### src/rtl/sodor_2stage_state_loader_if.sv
// Snapshot stream, scratchpad write port and committed state image of the
// 2-stage Sodor state loader. The host drives "master", the loader is "slave".
interface sodor_2stage_state_loader_if;
    logic [31:0]   in_data;
    logic          in_valid;
    logic          in_ready;
    logic          err_clear;
    logic          mem_wr_en;
    logic [2:0]    mem_wr_bank;
    logic [7:0]    mem_wr_addr;
    logic [31:0]   mem_wr_data;
    logic          ld_valid;
    logic [1023:0] ld_regfile;
    logic [191:0]  ld_pipe;
    logic [18:0]   ld_flags;
    logic [255:0]  ld_csr;
    logic [63:0]   ld_cnt0;
    logic [63:0]   ld_cnt1;
    logic          busy;
    logic          error;

    modport master (
        output in_data, in_valid, err_clear,
        input  in_ready, mem_wr_en, mem_wr_bank, mem_wr_addr, mem_wr_data,
        input  ld_valid, ld_regfile, ld_pipe, ld_flags, ld_csr, ld_cnt0, ld_cnt1,
        input  busy, error
    );

    modport slave (
        input  in_data, in_valid, err_clear,
        output in_ready, mem_wr_en, mem_wr_bank, mem_wr_addr, mem_wr_data,
        output ld_valid, ld_regfile, ld_pipe, ld_flags, ld_csr, ld_cnt0, ld_cnt1,
        output busy, error
    );
endinterface

### src/rtl/sodor_2stage_state_loader.sv
// Deserializes a checksummed snapshot frame into staging registers, streams the
// optional memory image to the scratchpad, and commits the state image on a good trailer.
module sodor_2stage_state_loader (
    input  logic                        clock,
    input  logic                        reset_n,
    sodor_2stage_state_loader_if.slave  bus
);
    localparam logic [27:0] MAGIC       = 28'h50D225A;
    localparam int          NUM_STAGED  = 51;
    localparam logic [10:0] LAST_STAGED = 11'd50;
    localparam logic [10:0] LAST_MEM    = 11'd2047;
    localparam int          PIPE_BASE   = 32;
    localparam int          FLAGS_IDX   = 38;
    localparam int          CSR_BASE    = 39;
    localparam int          CNT_BASE    = 47;

    typedef enum logic [2:0] {
        S_INIT,
        S_IDLE,
        S_REGS,
        S_MEM,
        S_CHECK,
        S_COMMIT,
        S_ERROR
    } state_e;

    state_e        state_q, state_d;
    logic [10:0]   cnt_q, cnt_d;
    logic [31:0]   csum_q, csum_d;
    logic          mem_en_q, mem_en_d;
    logic [31:0]   stage_q [NUM_STAGED];
    logic [31:0]   stage_d [NUM_STAGED];

    logic          mem_wr_en_q, mem_wr_en_d;
    logic [2:0]    mem_wr_bank_q, mem_wr_bank_d;
    logic [7:0]    mem_wr_addr_q, mem_wr_addr_d;
    logic [31:0]   mem_wr_data_q, mem_wr_data_d;

    logic [1023:0] ld_regfile_q, ld_regfile_d;
    logic [191:0]  ld_pipe_q, ld_pipe_d;
    logic [18:0]   ld_flags_q, ld_flags_d;
    logic [255:0]  ld_csr_q, ld_csr_d;
    logic [63:0]   ld_cnt0_q, ld_cnt0_d;
    logic [63:0]   ld_cnt1_q, ld_cnt1_d;

    logic          in_ready;
    logic          accept;
    logic          hdr_ok;

    logic [1023:0] img_regfile;
    logic [191:0]  img_pipe;
    logic [18:0]   img_flags;
    logic [255:0]  img_csr;
    logic [63:0]   img_cnt0;
    logic [63:0]   img_cnt1;
    logic          unused_stage_bits;

    assign in_ready = (state_q == S_IDLE) || (state_q == S_REGS) ||
                      (state_q == S_MEM)  || (state_q == S_CHECK);
    assign accept   = bus.in_valid && in_ready;
    assign hdr_ok   = (bus.in_data[31:4] == MAGIC) && (bus.in_data[3:1] == 3'b000);

    // Staged words viewed as the state image the core expects.
    always_comb begin
        img_regfile = '0;
        img_pipe    = '0;
        img_csr     = '0;
        for (int i = 0; i < 32; i++) img_regfile[32*i +: 32] = stage_q[i];
        for (int i = 0; i < 6; i++)  img_pipe[32*i +: 32]    = stage_q[PIPE_BASE + i];
        for (int i = 0; i < 8; i++)  img_csr[32*i +: 32]     = stage_q[CSR_BASE + i];
        img_flags = stage_q[FLAGS_IDX][18:0];
        img_cnt0  = {6'b0, stage_q[CNT_BASE + 1][25:0], stage_q[CNT_BASE]};
        img_cnt1  = {6'b0, stage_q[CNT_BASE + 3][25:0], stage_q[CNT_BASE + 2]};
    end

    assign unused_stage_bits = ^{stage_q[FLAGS_IDX][31:19],
                                 stage_q[CNT_BASE + 1][31:26],
                                 stage_q[CNT_BASE + 3][31:26]};

    always_comb begin
        state_d       = state_q;
        cnt_d         = cnt_q;
        csum_d        = csum_q;
        mem_en_d      = mem_en_q;
        stage_d       = stage_q;
        mem_wr_en_d   = 1'b0;
        mem_wr_bank_d = mem_wr_bank_q;
        mem_wr_addr_d = mem_wr_addr_q;
        mem_wr_data_d = mem_wr_data_q;
        ld_regfile_d  = ld_regfile_q;
        ld_pipe_d     = ld_pipe_q;
        ld_flags_d    = ld_flags_q;
        ld_csr_d      = ld_csr_q;
        ld_cnt0_d     = ld_cnt0_q;
        ld_cnt1_d     = ld_cnt1_q;

        unique case (state_q)
            S_INIT: state_d = S_IDLE;
            S_IDLE: begin
                if (accept) begin
                    if (hdr_ok) begin
                        csum_d   = bus.in_data;
                        mem_en_d = bus.in_data[0];
                        cnt_d    = '0;
                        state_d  = S_REGS;
                    end else begin
                        state_d  = S_ERROR;
                    end
                end
            end
            S_REGS: begin
                if (accept) begin
                    stage_d[cnt_q[5:0]] = bus.in_data;
                    csum_d = csum_q ^ bus.in_data;
                    if (cnt_q == LAST_STAGED) begin
                        cnt_d   = '0;
                        state_d = mem_en_q ? S_MEM : S_CHECK;
                    end else begin
                        cnt_d   = cnt_q + 11'd1;
                    end
                end
            end
            S_MEM: begin
                // The 11-bit word index splits directly into bank and address.
                if (accept) begin
                    mem_wr_en_d   = 1'b1;
                    mem_wr_bank_d = cnt_q[10:8];
                    mem_wr_addr_d = cnt_q[7:0];
                    mem_wr_data_d = bus.in_data;
                    csum_d        = csum_q ^ bus.in_data;
                    cnt_d         = cnt_q + 11'd1;
                    if (cnt_q == LAST_MEM) state_d = S_CHECK;
                end
            end
            S_CHECK: begin
                if (accept) begin
                    if (bus.in_data == csum_q) begin
                        ld_regfile_d = img_regfile;
                        ld_pipe_d    = img_pipe;
                        ld_flags_d   = img_flags;
                        ld_csr_d     = img_csr;
                        ld_cnt0_d    = img_cnt0;
                        ld_cnt1_d    = img_cnt1;
                        state_d      = S_COMMIT;
                    end else begin
                        state_d      = S_ERROR;
                    end
                end
            end
            S_COMMIT: state_d = S_IDLE;
            S_ERROR:  if (bus.err_clear) state_d = S_IDLE;
            default:  state_d = S_INIT;
        endcase
    end

    always_ff @(posedge clock or negedge reset_n) begin
        if (!reset_n) begin
            state_q       <= S_INIT;
            cnt_q         <= '0;
            csum_q        <= '0;
            mem_en_q      <= 1'b0;
            for (int i = 0; i < NUM_STAGED; i++) stage_q[i] <= '0;
            mem_wr_en_q   <= 1'b0;
            mem_wr_bank_q <= '0;
            mem_wr_addr_q <= '0;
            mem_wr_data_q <= '0;
            ld_regfile_q  <= '0;
            ld_pipe_q     <= '0;
            ld_flags_q    <= '0;
            ld_csr_q      <= '0;
            ld_cnt0_q     <= '0;
            ld_cnt1_q     <= '0;
        end else begin
            state_q       <= state_d;
            cnt_q         <= cnt_d;
            csum_q        <= csum_d;
            mem_en_q      <= mem_en_d;
            stage_q       <= stage_d;
            mem_wr_en_q   <= mem_wr_en_d;
            mem_wr_bank_q <= mem_wr_bank_d;
            mem_wr_addr_q <= mem_wr_addr_d;
            mem_wr_data_q <= mem_wr_data_d;
            ld_regfile_q  <= ld_regfile_d;
            ld_pipe_q     <= ld_pipe_d;
            ld_flags_q    <= ld_flags_d;
            ld_csr_q      <= ld_csr_d;
            ld_cnt0_q     <= ld_cnt0_d;
            ld_cnt1_q     <= ld_cnt1_d;
        end
    end

    assign bus.in_ready    = in_ready;
    assign bus.busy        = (state_q != S_IDLE);
    assign bus.error       = (state_q == S_ERROR);
    assign bus.ld_valid    = (state_q == S_COMMIT);
    assign bus.mem_wr_en   = mem_wr_en_q;
    assign bus.mem_wr_bank = mem_wr_bank_q;
    assign bus.mem_wr_addr = mem_wr_addr_q;
    assign bus.mem_wr_data = mem_wr_data_q;
    assign bus.ld_regfile  = ld_regfile_q;
    assign bus.ld_pipe     = ld_pipe_q;
    assign bus.ld_flags    = ld_flags_q;
    assign bus.ld_csr      = ld_csr_q;
    assign bus.ld_cnt0     = ld_cnt0_q;
    assign bus.ld_cnt1     = ld_cnt1_q;
endmodule

### src/flat_wrapper.sv
// flat-port wrapper written by rule: the top's interface ports become plain ports
module sodor_2stage_state_loader_flat 
  (clock, reset_n, bus_in_data, bus_in_valid, bus_err_clear, bus_in_ready, bus_mem_wr_en, bus_mem_wr_bank, bus_mem_wr_addr, bus_mem_wr_data, bus_ld_valid, bus_ld_regfile, bus_ld_pipe, bus_ld_flags, bus_ld_csr, bus_ld_cnt0, bus_ld_cnt1, bus_busy, bus_error);
  sodor_2stage_state_loader_if bus_i ();
  input  logic clock;
  input  logic reset_n;
  input wire logic [$bits(bus_i.in_data)-1:0] bus_in_data;
  input wire logic [$bits(bus_i.in_valid)-1:0] bus_in_valid;
  input wire logic [$bits(bus_i.err_clear)-1:0] bus_err_clear;
  output wire logic [$bits(bus_i.in_ready)-1:0] bus_in_ready;
  output wire logic [$bits(bus_i.mem_wr_en)-1:0] bus_mem_wr_en;
  output wire logic [$bits(bus_i.mem_wr_bank)-1:0] bus_mem_wr_bank;
  output wire logic [$bits(bus_i.mem_wr_addr)-1:0] bus_mem_wr_addr;
  output wire logic [$bits(bus_i.mem_wr_data)-1:0] bus_mem_wr_data;
  output wire logic [$bits(bus_i.ld_valid)-1:0] bus_ld_valid;
  output wire logic [$bits(bus_i.ld_regfile)-1:0] bus_ld_regfile;
  output wire logic [$bits(bus_i.ld_pipe)-1:0] bus_ld_pipe;
  output wire logic [$bits(bus_i.ld_flags)-1:0] bus_ld_flags;
  output wire logic [$bits(bus_i.ld_csr)-1:0] bus_ld_csr;
  output wire logic [$bits(bus_i.ld_cnt0)-1:0] bus_ld_cnt0;
  output wire logic [$bits(bus_i.ld_cnt1)-1:0] bus_ld_cnt1;
  output wire logic [$bits(bus_i.busy)-1:0] bus_busy;
  output wire logic [$bits(bus_i.error)-1:0] bus_error;
  assign bus_i.in_data = bus_in_data;
  assign bus_i.in_valid = bus_in_valid;
  assign bus_i.err_clear = bus_err_clear;
  assign bus_in_ready = bus_i.in_ready;
  assign bus_mem_wr_en = bus_i.mem_wr_en;
  assign bus_mem_wr_bank = bus_i.mem_wr_bank;
  assign bus_mem_wr_addr = bus_i.mem_wr_addr;
  assign bus_mem_wr_data = bus_i.mem_wr_data;
  assign bus_ld_valid = bus_i.ld_valid;
  assign bus_ld_regfile = bus_i.ld_regfile;
  assign bus_ld_pipe = bus_i.ld_pipe;
  assign bus_ld_flags = bus_i.ld_flags;
  assign bus_ld_csr = bus_i.ld_csr;
  assign bus_ld_cnt0 = bus_i.ld_cnt0;
  assign bus_ld_cnt1 = bus_i.ld_cnt1;
  assign bus_busy = bus_i.busy;
  assign bus_error = bus_i.error;
  sodor_2stage_state_loader u_core (.clock(clock), .reset_n(reset_n), .bus(bus_i));
endmodule
### config.mk
export PLATFORM = sky130hd
export DESIGN_NAME = sodor_2stage_state_loader_flat
export DESIGN_NICKNAME = d
export VERILOG_FILES = /design/src/rtl/sodor_2stage_state_loader_if.sv /design/src/rtl/sodor_2stage_state_loader.sv /design/src/flat_wrapper.sv
export SDC_FILE = /design/constraint.sdc
export NUM_CORES = 2
export LEC_CHECK = 0
export BUFFER_PORTS_ARGS = -buffer_cell sky130_fd_sc_hd__buf_2
export CAP_MARGIN = 20
export CORE_AREA = 2 2 662 664
export CTS_BUF_LIST = sky130_fd_sc_hd__clkbuf_4
export CTS_CLUSTER_SIZE = 24
export DETAILED_ROUTE_END_ITERATION = 12
export DIE_AREA = 0 0 664 666
export HOLD_SLACK_MARGIN = 0.02
export PLACE_DENSITY_LB_ADDON = 0.15
export SKIP_LAST_GASP = 1
export SYNTH_ARGS = -nofsm -noshare
export SYNTH_HDL_FRONTEND = slang
export SYNTH_SLANG_ARGS = --single-unit
export TNS_END_PERCENT = 100
### constraint.sdc
create_clock -name clock -period 2.85 [get_ports clock]
set_input_delay 0.1425 -clock clock [delete_from_list [all_inputs] [get_ports clock]]
set_output_delay 0.1425 -clock clock [all_outputs]
set_load 0.05 [all_outputs]
* After elaboration in Yosys (flattened, before gate mapping)
Index checks and enable logic that the tools add are counted.
** Cells by class
- Add/sub/neg operators :: 1
- $mul :: 0
- Div/mod/pow operators :: 0
- Order comparisons :: 2
- Eq/ne operators :: 20
- Shift-type cells :: 0
- Mux-type cells :: 26
- Bitwise gates (word level) :: 2
- Reductions and logical operators :: 19
** Operators by type and width (number)
- 1632-bit bitwise mux :: 1
- 32-bit demux with 6-bit select :: 1
- 32-bit two-way mux :: 4
- 32-bit one-hot mux with 2 select lines :: 1
- 11-bit two-way mux :: 5
- 11-bit one-hot mux with 3 select lines :: 1
- 32-bit equality test :: 1
- 32-bit bitwise XOR :: 1
- 28-bit by 27-bit equality test with 1-bit output (second input constant) :: 1
- 3-bit two-way mux :: 9
- 3-bit one-hot mux with 6 select lines :: 1
- 2-bit by 1-bit inequality test with 1-bit output (second input constant) :: 6
- 11-bit by 1-bit adder with 11-bit output (second input constant) :: 1
- 11-bit equality test (second input constant) :: 1
- 11-bit by 6-bit equality test with 1-bit output (second input constant) :: 1
- 3-bit equality test (second input constant) :: 3
- 7-bit greater-or-equal comparator (second input constant) :: 1
- 7-bit by 1-bit < comparator with 1-bit output (second input constant) :: 1
- 6-bit NOT with 7-bit output :: 1
- 7-bit AND reduction :: 1
- 3-bit by 2-bit equality test with 1-bit output (second input constant) :: 2
- 3-bit zero test :: 2
- 2-bit inequality test (second input constant) :: 3
- 3-bit AND reduction :: 2
- 12 further kinds :: 19
** Word-level totals
- Register bits :: 3330
- Latch bits :: 0
- Memory bits (writable) :: 0
- ROM bits :: 0
- Bits of input ports :: 36
- Output and inout port bits :: 1667
- Logic and storage cells :: 135
- Memories kept :: 0

* Logic depth before layout (Yosys ltp)
- Word-level depth :: 7
- Depth in mapped cells :: 9
- Depth with buffers taken out :: 7

* Worst setup path after synthesis
Ideal clock, no wire load.
- Path kind :: flip-flop to flip-flop
- Start :: register u_core.state_q[0]
- End :: register u_core.csum_q[3]
- Library setup time :: 138 ps
- Data arrival time :: 2094 ps
- Data required time :: 2712 ps
- Slack :: 617 ps
- Stages on the path, launching flop included :: 7
- Buffers on the path :: 2
- Period minus slack after synthesis :: 2233 ps
- Path through :: dfrtp_1 -> clkbuf_1 -> nor2b_1 -> nand2b_1 -> nor4_1 -> clkbuf_1 -> o32ai_1
** Between the ends
- Cells in the longest elaborated chain, start to end :: 7
- Elaborated cells between the ends (all ways) :: 15
- Those cells by class :: 7 x eq/ne; 1 x mux; 7 x reduce/logical
** RTL lines
- from (decl) :: line sodor_2stage_state_loader.sv:27 : state_e state_q, state_d;
- from (signal assigned) :: line sodor_2stage_state_loader.sv:174 : state_q <= state_d;
- 3-bit by 1-bit equality test with 1-bit output or 3-bit by 2-bit equality test with 1-bit output (tied branches) :: line sodor_2stage_state_loader.sv:58, sodor_2stage_state_loader.sv:97
- 1-bit logical OR (2 in a row) :: line sodor_2stage_state_loader.sv:58 : assign in_ready = (state_q == S_IDLE) || (state_q == S_REGS) ||
- 1-bit logical OR :: line sodor_2stage_state_loader.sv:59 : (state_q == S_MEM) || (state_q == S_CHECK);
- 1-bit logical AND :: line sodor_2stage_state_loader.sv:60 : assign accept = bus.in_valid && in_ready;
- 2-bit by 1-bit inequality test with 1-bit output (no line)
- 4-bit AND reduction (no line)
- to (signal assigned) :: line sodor_2stage_state_loader.sv:176 : csum_q <= csum_d;
- to (decl) :: line sodor_2stage_state_loader.sv:29 : logic [31:0] csum_q, csum_d;
Several ways; a longest one is shown, not always the timed one.
A chain may end at the register's enable or synchronous reset.

* Worst setup path after layout
- Start :: input port bus_in_data[11]
- End :: register u_core.csum_q[14]
** Between the ends
- Cells in the longest elaborated chain, start to end :: 4
** RTL lines
- from (decl) :: line flat_wrapper.sv:7 : input wire logic [$bits(bus_i.in_data)-1:0] bus_in_data;
- 28-bit by 27-bit equality test with 1-bit output :: line sodor_2stage_state_loader.sv:61 : assign hdr_ok = (bus.in_data[31:4] == MAGIC) && (bus.in_data[3:1] == 3'b000);
- 1-bit logical AND :: line sodor_2stage_state_loader.sv:61
- 2-bit by 1-bit inequality test with 1-bit output (no line)
- 4-bit AND reduction (no line)
No other way between the ends.

==> summary.md <==
| Metric | Value |
|---|---|
| Gpl congestion | `0.793` |
| Clk root buf | `clkbuf_4` |
| Largest net degree at the start of global routing | `roughly 120` |
| Slew @ Worst Pin | `1.13 ns` |
| Synthesized area | `128,000 µm²` |
| Async SR Flop Fraction | `between 90% and 100%` |
| Hold path startpoint | `bus_in_data[21]` |
| VDD IR-drop max | `0.000596 V` |
| Synth-to-Final Area Change | `23.8%` |
| YS warnings | `0` |
| Worst-Skew Late Latency | `1.70 ns` |
| CP max stage delay | `0.68 ns` |
| Setup Crit Path Kind | `input port to flip-flop` |
| Worst hold margin | `0.249 ns` |
| Worst Slack Setup Final | `-0.00751 ns` |
| Port Buffers | `1,690` |
| I/O pin count | `~1,700` |
| Vias in the first global route | `between 80,000 and 90,000` |
| Antenna violations before repair | `95` |
| Post-synth cell types | `between 50 and 60` |
| Sequential area share after synthesis | `64.7%` |
| Detailed Place HPWL | `338,000 µm` |
| Top FF cell, synth | `dfrtp_1` |
| Worst path slowest cell | `dlygate4sd3_1` |
| Gate Count Post-Synth | `7,860` |
| Non-filler cells, final | `16,860` |
| Syn Area/Cell | `about 16 µm²` |
| Crit path DAT | `4.31 ns` |
| Vias | `about 77,000` |
| Drt wl/cell | `just under 30 µm` |
| Fraction of layout cells with a size suffix above 1 | `57.4%` |
| Max Fclk | `about 0.35 GHz` |
| Final WL | `499,000 µm` |
| Num rows | `243` |
| Placed cells | `about 15,000` |
| Minimum clock period | `2.86 ns` |
| Startpoint Class | `input port` |
| Remaining Overflow, GRT | `0` |
| GRT Total Usage | `22.1%` |
| Clock sinks | `~3,300` |
| Vias per inst | `~4.6` |
| H-Tree Depth | `6` |
| P_leak | `87.9 nW` |
| CTS tree | `done` |
| Clock buffer depth | `4` |
| Net count, final | `10,422` |
| Post-route ant nets | `0` |
| Final Power | `105 mW` |
| Number of synthesized flops with an enable pin | `0` |
| Die Y | `approximately 670 µm` |
| Worst hold path type | `input port to flip-flop` |
| DRC errors left | `0` |
| Final period util | `100%` |
| Status | `complete, but fails checks` |
| CP cell instances | `dlygate4sd3_1 -> buf_4 -> dlygate4sd3_1 -> nor4b_1 -> dlygate4sd3_1 -> buf_4 -> nand4_1 -> buf_4 -> dlygate4sd3_1 -> nor4_4 -> buf_4 -> clkbuf_16 -> o21ai_0` |
| Crit. End Element | `flip-flop` |
| R2R Path Start | `u_core.csum_q[3]` |
| Final setup vio count | `2` |
| CP Data Required Time | `~4.3 ns` |
| Worst rel slew slack | `24.5%` |
| PwrDens | `666 nW/µm²` |
| Starting Density | `29.3%` |
| Reg clk slew, reported paths | `approximately 0.060 ns` |
| Max cap viols | `0` |
| Die ar. | `442,000 µm²` |
| Initial DRC count | `4,468` |
| Slew Viols, Final | `0` |
| First drt pass iteration count | `5` |
| Crit-path max FO | `6` |
| Die X | `664 µm` |
| Final Hold Viols | `0` |
| Failing checks | `setup timing` |
| Core footprint | `436,000 µm²` |
| Clock skew | `0.137 ns` |
| Global-route wire length before repair | `682,000 µm` |
| Synth Register Bits | `3,305` |
| CTS buffer count | `890` |
| Launch point of the critical path | `bus_in_data[11]` |
| RSZ-0062 raised after global routing | `true` |
[flip-flops by register name (all words and copies together), names as in the netlist, 8 cells and up]
name / flops
u_core.bus.ld_cnt0: 58
u_core.bus.ld_flags: 19
u_core.img_cnt0: 58
u_core.bus.ld_pipe: 192
u_core.img_cnt1: 58
u_core.img_pipe: 192
u_core.img_csr: 256
u_core.img_flags: 19
u_core.bus.ld_cnt1: 58
u_core.csum_q: 32
u_core.bus.ld_csr: 256
u_core.bus.mem_wr_addr: 8
u_core.bus.ld_regfile: 1024
u_core.img_regfile: 1024
u_core.bus.mem_wr_data: 32
u_core.cnt_q: 11
[cell type report]
cell class              instances  area (µm²)
multi-input cells            3944       41900
repair buffers               2215       14500
inverters                      28         113
well taps                    5757        7200
flip-flops and latches       3305       82700
clock buffers                1361       10200
clock inverters               214        1460
fillers                     42538      278000
diodes                         36        90.1
[worst max-delay path: cells and delay by family]
kind,cells,cell delay [ns]
compound gates,1,0.10
buf+inv,9,3.27
simple gates,3,0.77
[synthesized netlist by cell type (6+ instances only)]
cell	instances	share of area, %
buf_2	123	0.48
o31ai_1	9	0.053
or2_2	9	0.044
o32ai_1	11	0.075
buf_4	26	0.15
mux2_1	234	2.1
dfrtp_1	3305	65
nor3_1	10	0.039
nand2_1	425	1.2
mux2_2	1679	15
nand4_1	11	0.054
mux2_4	1000	12
nand2b_1	10	0.049
buf_1	55	0.16
o22a_1	6	0.041
nor2_1	34	0.10
o21ai_0	389	1.5
buf_6	124	1.1
inv_1	28	0.082
nand3_1	10	0.039
clkbuf_1	266	0.78
xnor2_1	33	0.23
[worst paths after layout]
kind / cells after the start / end / slack, ns
worst max-delay path: 13 / u_core.csum_q[14] / -0.008
worst min-delay path: 9 / u_core.bus.ld_regfile[9] / 0.25
worst max register to register: 10 / u_core.bus.ld_regfile[714] / 0.12
worst min register to register: 1 / u_core.bus.ld_regfile[265] / 0.40
max in group asynchronous: 7 / u_core.img_regfile[233] / 1.23
min in group asynchronous: 5 / u_core.img_regfile[982] / 0.26
[per-layer routing]
layer | track usage, % | vias to the layer above | wire length [µm]
met5 | 0 | - | 126
met1 | 27.4 | 40594 | 204000
met4 | 9.22 | 20 | 21600
met2 | 36.1 | 2699 | 238000
li1 | - | 33022 | -
met3 | 6.10 | 749 | 36100
[layout by cell type, fill, tap and decap left out, types with 31 or more instances in the layout]
master,count
nand2_1,390
o21ai_0,389
dlygate4sd3_1,79
xnor2_1,31
mux2_1,234
diode_2,36
clkinv_1,134
buf_12,134
buf_4,332
clkbuf_4,1361
mux2_4,1000
buf_2,1652
dfrtp_1,3303
mux2_2,1679
nand2_2,34
[kinds of logic after synthesis]
kind of cell | Yosys count | share of synthesized area [%]
flip-flops | 3305 | 64.7
multiplexers | 2914 | 28.6
buffers and inverters | 622 | 2.75
AND/OR/NAND/NOR | 547 | 1.81
AO/OA/AOI/OAI | 436 | 1.81
XOR/XNOR | 33 | 0.226
adder cells (fa/ha/maj) | 2 | 0.0196
other | 1 | 0.00294
[timing repair]
action                                  in CTS  in global routing
endpoints found under the setup margin       5                112
gates resized for setup                     27                 20
pin swaps                                    2                  4
buffers inserted                             8                 12
hold buffers                                86                  0
endpoints found under the hold margin     6610                  0
cloned                                       0                  2
[power by group]
group	total, mW	leakage (nW)	internal, mW	switching [mW]
Clock	43.6	6.94	22.2	21.4
Sequential	51.8	45.8	50.0	1.80
Combinational	9.90	35.1	3.53	6.37
Total	105	87.9	75.8	29.6
[metrics by stage]
stage	util [%]	setup TNS (ns)	cell area, µm²	setup WS (ns)
after global placement	33.3	0	145000	0.0342
after global routing	36.3	-0.615	158000	-0.189
after floorplan	-	0	128000	0.617
after detailed placement	33.3	0	145000	0.0621
final	36.3	-0.0107	158000	-0.00751
after CTS	36.2	-4.24	158000	-0.257
No activity file was read; power rests on OpenSTA's default activity.
